## src/rtl/mem_arbiter.sv

```systemverilog
// Round-robin arbiter granting the instruction and data caches access to a
// single-port line memory with a fixed access latency.
module mem_arbiter #(
  parameter int cache_line_width = 256,
  parameter int addr_width       = 16,
  parameter int mem_latency      = 4
) (
  input  logic                        clk,
  input  logic                        reset,
  input  logic                        iPetition,
  input  logic [addr_width-1:0]       iAddr,
  output logic                        iServiceReady,
  input  logic                        dPetition,
  input  logic [addr_width-1:0]       dAddr,
  input  logic                        dWe,
  input  logic [cache_line_width-1:0] dWriteData,
  output logic                        dServiceReady,
  output logic [cache_line_width-1:0] dataReadFromMem,
  output logic [addr_width-1:0]       memAddr,
  output logic                        memWe,
  output logic [cache_line_width-1:0] memWriteData,
  input  logic [cache_line_width-1:0] memReadData,
  output logic                        busy
);

  localparam logic [1:0] IDLE = 2'd0;
  localparam logic [1:0] BUSY = 2'd1;
  localparam logic [1:0] RESP = 2'd2;

  localparam logic OWNER_I = 1'b0;
  localparam logic OWNER_D = 1'b1;

  localparam logic [7:0] COUNT_LOAD = 8'(mem_latency - 1);

  logic [1:0]                  state;
  logic [7:0]                  count;
  logic                        last_served;
  logic                        owner;
  logic                        we_q;
  logic [addr_width-1:0]       addr_q;
  logic [cache_line_width-1:0] wdata_q;

  logic                        grant_i;
  logic                        grant_d;
  logic [addr_width-1:0]       i_line_addr;
  logic [addr_width-1:0]       d_line_addr;

  // On a tie the requester not served last wins; reset leaves D as last served.
  always_comb begin
    grant_i = iPetition && (!dPetition || (last_served == OWNER_D));
    grant_d = dPetition && !grant_i;
  end

  assign i_line_addr = {iAddr[addr_width-1:4], 4'b0000};
  assign d_line_addr = {dAddr[addr_width-1:4], 4'b0000};

  always_ff @(posedge clk or posedge reset) begin
    if (reset) begin
      state       <= IDLE;
      count       <= '0;
      last_served <= OWNER_D;
      owner       <= OWNER_I;
      we_q        <= 1'b0;
      addr_q      <= '0;
      wdata_q     <= '0;
    end else begin
      case (state)
        IDLE: begin
          if (grant_i || grant_d) begin
            state       <= BUSY;
            count       <= COUNT_LOAD;
            owner       <= grant_d;
            last_served <= grant_d;
            addr_q      <= grant_d ? d_line_addr : i_line_addr;
            we_q        <= grant_d && dWe;
            wdata_q     <= dWriteData;
          end
        end
        BUSY: begin
          if (count == 8'd0) begin
            state <= RESP;
          end else begin
            count <= count - 8'd1;
          end
        end
        RESP:    state <= IDLE;
        default: state <= IDLE;
      endcase
    end
  end

  // Outputs decode straight from state so reset clears them immediately.
  assign busy            = (state != IDLE);
  assign iServiceReady   = (state == RESP) && (owner == OWNER_I);
  assign dServiceReady   = (state == RESP) && (owner == OWNER_D);
  assign memWe           = (state == RESP) && we_q;
  assign memAddr         = addr_q;
  assign memWriteData    = wdata_q;
  assign dataReadFromMem = memReadData;

endmodule

```

## config.mk

```make
export PLATFORM = sky130hd
export DESIGN_NAME = mem_arbiter
export DESIGN_NICKNAME = d
export VERILOG_FILES = /design/src/rtl/mem_arbiter.sv
export SDC_FILE = /design/constraint.sdc
export NUM_CORES = 1
export LEC_CHECK = 0
export ABC_AREA = 1
export CAP_MARGIN = 20
export CORE_AREA = 2 2 418 420
export DETAILED_ROUTE_END_ITERATION = 10
export DIE_AREA = 0 0 420 422
export PLACE_DENSITY = 0.37
export SYNTH_ARGS = -nofsm -noshare
export SYNTH_HDL_FRONTEND = slang
export SYNTH_SLANG_ARGS = --single-unit
```

## constraint.sdc

```tcl
create_clock -name clk -period 11.1 [get_ports clk]
set_input_delay 1.11 -clock clk [delete_from_list [all_inputs] [get_ports clk]]
set_output_delay 1.11 -clock clk [all_outputs]
set_load 0.005 [all_outputs]
```

* Yosys cells after proc, flatten, opt, wreduce, memory -nomap -nowiden *
Cells that the tools add are included.

word-level totals
  flip-flop bits (word level) = 285
  input bits = 549
  output and inout bits = 532
  logic and storage cells = 38

operators by class
  $add $sub $neg = 1
  equality and inequality tests = 5
  muxes and demuxes = 7
  bitwise operators = 1
  reductions and logical operators = 17

operators with widths
  kind                                                 count
  2-to-1 mux 16 bit                                    1
  2-to-1 mux 8 bit                                     2
  one-hot mux 8 bit (2 select lines)                   1
  logical NOT 8 bit                                    1
  subtractor 8 x 1 -> 8 bit, second input constant     1
  logical AND 1 bit                                    6
  != test 2 bit, second input constant                 3
  2-to-1 mux 2 bit                                     2
  one-hot mux 2 bit (2 select lines)                   1
  AND reduction 2 bit                                  2
  nonzero test 2 bit                                   2
  AND reduction 3 bit                                  1
  equality test 2 x 1 -> 1 bit, second input constant  1
  equality test 2 bit, second input constant           1
  logical NOT 1 bit                                    2
  logical NOT 2 bit                                    1
  logical OR 1 bit                                     2
  inverter 1 bit                                       1

* Depth between registers and ports, before layout *
  depth in word-level cells = 8
  mapped depth = 9
  gate-level depth less buffers = 9

* Worst setup path before layout *
Ideal clock, no wire load.

  path type = input to output
  start point = in memReadData[0]
  end point = out dataReadFromMem[0]
  data arrival time = 1221 ps
  data required time = 9990 ps
  path slack = 8769 ps
  cell stages on the path = 1
  path buffers = 1
  path through = buf_4

RTL lines
  what             line  source
  start, declared  22    input logic [cache_line_width-1:0] memReadData,
  end, declared    18    output logic [cache_line_width-1:0] dataReadFromMem,

No word-level cell between the ends.

* Worst setup path after layout *
  start point = in dPetition
  end point = reg addr_q[11] (netlist: memAddr[11])

on the way
  cells in the longest elaborated chain, start to end = 7
  elaborated cells on any way between the ends = 8
  those cells by class = mux (1); reduce/logical (7)

ends and longest elaborated chain
  what                                  line  source
  start, declared                       13    input logic dPetition,
  logical NOT 1 bit                     50    grant_i = iPetition && (!dPetition || (last_served == OWNER_D));
  logical OR 1 bit                      50
  logical AND 1 bit                     50
  logical NOT 1 bit                     51    grant_d = dPetition && !grant_i;
  logical AND 1 bit                     51
  logical OR 1 bit                      69    if (grant_i || grant_d) begin
  AND reduction 2 bit (no source line)  --
  end signal, assigned                  74    addr_q <= grant_d ? d_line_addr : i_line_addr;
  end, declared                         40    logic [addr_width-1:0] addr_q;

Parallel ways exist; a longest one is shown, timed or not.
A chain may end at the register's enable or synchronous reset.

==> impl_metrics.ini <==
[run_status]
status = complete, no violations

[grt]
grt_max_degree = 140
grt_pass1_vias = 11100
grt-ovfl-total = 0
antenna_found_initial = 40
grt_usage = 0.08705
grt_pass1_wl_um = 104000

[run]
max_cap_violations = 0

[detailed_routing]
dr_wl_met3_um = 12050
wire_per_inst_um = 19.11
route.detailed.drc = 0
routed_wl_um = 79560
ant_nets = 0
vias_per_cell = 2.610
dr.max_layer_used = met5
dr.pass1.iters = 4
drt-initial-drc-count = 548
wl_met2_um = 34740
drt-met1-wl_um = 29120
dr_total_vias = 10870

[yosys]
yosysSeqAreaShare = 0.5449
syn_area_per_cell_um2 = 8.531
ys_warn_count = 0
syn_area_um2 = 12910
synth_area_leader_cell = dfrtp_1
yosys_register_bits = 281
synth_cell_types = 22
synth.top_cells.by_area = dfrtp_1, nand2_1, buf_4
synth_top_area_share = 0.5428
synthesis.instances = 1513

[sta]
clock_skew_ns = 0.03835
setup_viol = 0
finalCritPeriodShare = 0.3564
maxSlewViolCount = 0
finalHoldViolCount = 0
period_minus_slack_ns = 3.956
tightest_slew_ns = 0.9704
rsz0062_at_grt = false
timing.fmax_mhz = 252.8
setup_tns_ns = 0
slew_headroom = 0.3531

[cts]
root_buffer = clkbuf_16
path_clk_slew_ns = 0.05
holdBufCountCts = 0
post_cts_buffers = 0
clock_path_buffers = 3
cts_sinks = 281
h-tree-depth = 2
cts-resized-gates = 0
numCtsBuffers = 43
cts_tree = built
clk_latency_ns = 0.65

[place]
place.detailed.hpwl_um = 61700
dp_cells = 4085
gp_congestion = 0.7558
io_buffers = 556

[setup_path]
cpMostUsedCell = buf_4
crit_required_ns = 11.64
r2r-end = memAddr[11]
cp.depth = 8
critPathTopFamily = buffers and inverters
r2r-start = state[1]
rr_worst_depth = 8
setup.worst_path.start = dPetition
path_buf_inv = 4
endpoint = memAddr[11]
crit_path_cell_trace = clkdlybuf4s50_1, nor2_1, nor2_4, buf_4, buf_12, buf_4, o21ai_0, o21ai_1
cpPeakStageDelay_ns = 0.73
worst-endpoint-arrival_ns = 4.50
crit_fanout = 131
setup.worst_path.class = in -> reg
rrSetupSlack_ns = 7.71
critPathSlowestCell = buf_4
critPathLaunchType = primary input
endpoint_kind = register

[layout]
final_cells = 4163
area.growth.synth_to_final_pct = 60.96
utilization = 0.1202
drive_above_1_share = 0.05063
layout_commonest_cell = nand2_1
final_cell_mix = nand2_1, clkdlybuf4s50_1, dfrtp_1
nets = 2356

[floorplanning]
die_w_um = 420
die_h_um = 422
start_util = 0.07467
ios = 1081
num_rows = 153
die_area_um2 = 177200
core_area_um2 = 172900

[power_and_ir_drop]
seqPwrFrac = 0.311
clkPwrFrac = 0.279
combinationalPowerShare = 0.410
peakVddDrop_mv = 0.1139
switching_share = 0.3677
power_switching_mw = 2.134
p_leak_nw = 8.996
p_int_mw = 3.670
pwr_density_cell_nw_per_um2 = 279.4

[hold_path]
hp-class = reg -> reg
layout make-up:
cell class / count / area [um^2]
fill: 19900 / 152100
clock buffer: 51 / 1166
sequential: 281 / 7033
clock inverter: 26 / 452.9
timing repair buffer: 566 / 5665
inverter: 17 / 78.83
multi-input combinational: 896 / 3468
antenna: 1 / 2.502
tap: 2325 / 2909
cells in the mapped netlist:
cell and n:
buf_2 33, buf_4 278, buf_6 8, clkbuf_1 3
conb_1 1, dfrtp_1 280, dfstp_2 1, ha_1 2
inv_1 14, inv_2 3, nand2_1 810, nand2_2 1
nand2_4 1, nand3_1 7, nand4_1 3, nor2_1 35
nor2_4 1, o21ai_0 12, o21ai_1 16, o21bai_1 1
xnor2_1 1, xor2_1 2
state kept, by name, indices dropped and copies added (netlist names):
| register | cells |
|---|---|
| owner | 1 |
| state | 2 |
| last_served | 1 |
| we_q | 1 |
| memWriteData | 256 |
| memAddr | 12 |
| count | 8 |
kinds of logic after synthesis:
kind of cell	Yosys count	share of synthesized area
other cells	1	0.0002905
fa+ha+maj	2	0.001938
simple gates	858	0.2521
buf+inv	339	0.1873
xor+xnor	3	0.002036
flops	281	0.5449
compound gates	29	0.01144
worst min path at each step:
stage	slack, ns	end	start	depth (start not counted)
5_1_grt	0.49	memWriteData[158]	memWriteData[158]	2
3_3_place_gp	0.45	memWriteData[196]	memWriteData[196]	2
4_1_cts	0.47	memWriteData[188]	memWriteData[188]	2
2_1_floorplan	0.44	last_served	last_served	2
3_5_place_dp	0.46	memWriteData[234]	memWriteData[234]	2
6_report	0.47	memWriteData[188]	memWriteData[188]	2
metal layers:
metal / global-route usage / vias up
met5: 0.005194 / -
met4: 0.03591 / 2
met3: 0.05957 / 255
met2: 0.1318 / 624
met1: 0.09321 / 5084
li1: - / 4902
worst register-to-register path, cell delays in order, from the launching register on:
cell     delay, ns
dfrtp_1       0.40
inv_2         0.05
nand2_1       0.10
nor2_4        0.17
buf_4         0.70
buf_12        0.57
buf_4         0.89
o21ai_0       0.24
o21ai_1       0.17
power by group through the flow:
stage          registers [mW]  clock network [mW]  logic, mW
2_1_floorplan            1.83                   0      0.890
3_3_place_gp             1.80                   0       2.50
3_5_place_dp             1.82                   0       2.49
4_1_cts                  1.81                1.72       2.50
5_1_grt                  1.87                1.75       2.69
6_report                 1.80                1.62       2.38
through the flow:
stage	total power, mW	hold WS [ns]	worst slack, ns	cell area [um^2]
floorplan	2.719	0.4432	2.241	12920
finish	5.804	0.4677	7.144	20780
CTS	6.032	0.4715	7.115	20770
global route	6.309	0.4880	6.872	20770
detailed placement	4.311	0.4580	6.410	19150
global placement	4.308	0.4525	6.410	19150
(Power assumes the default switching activity.)
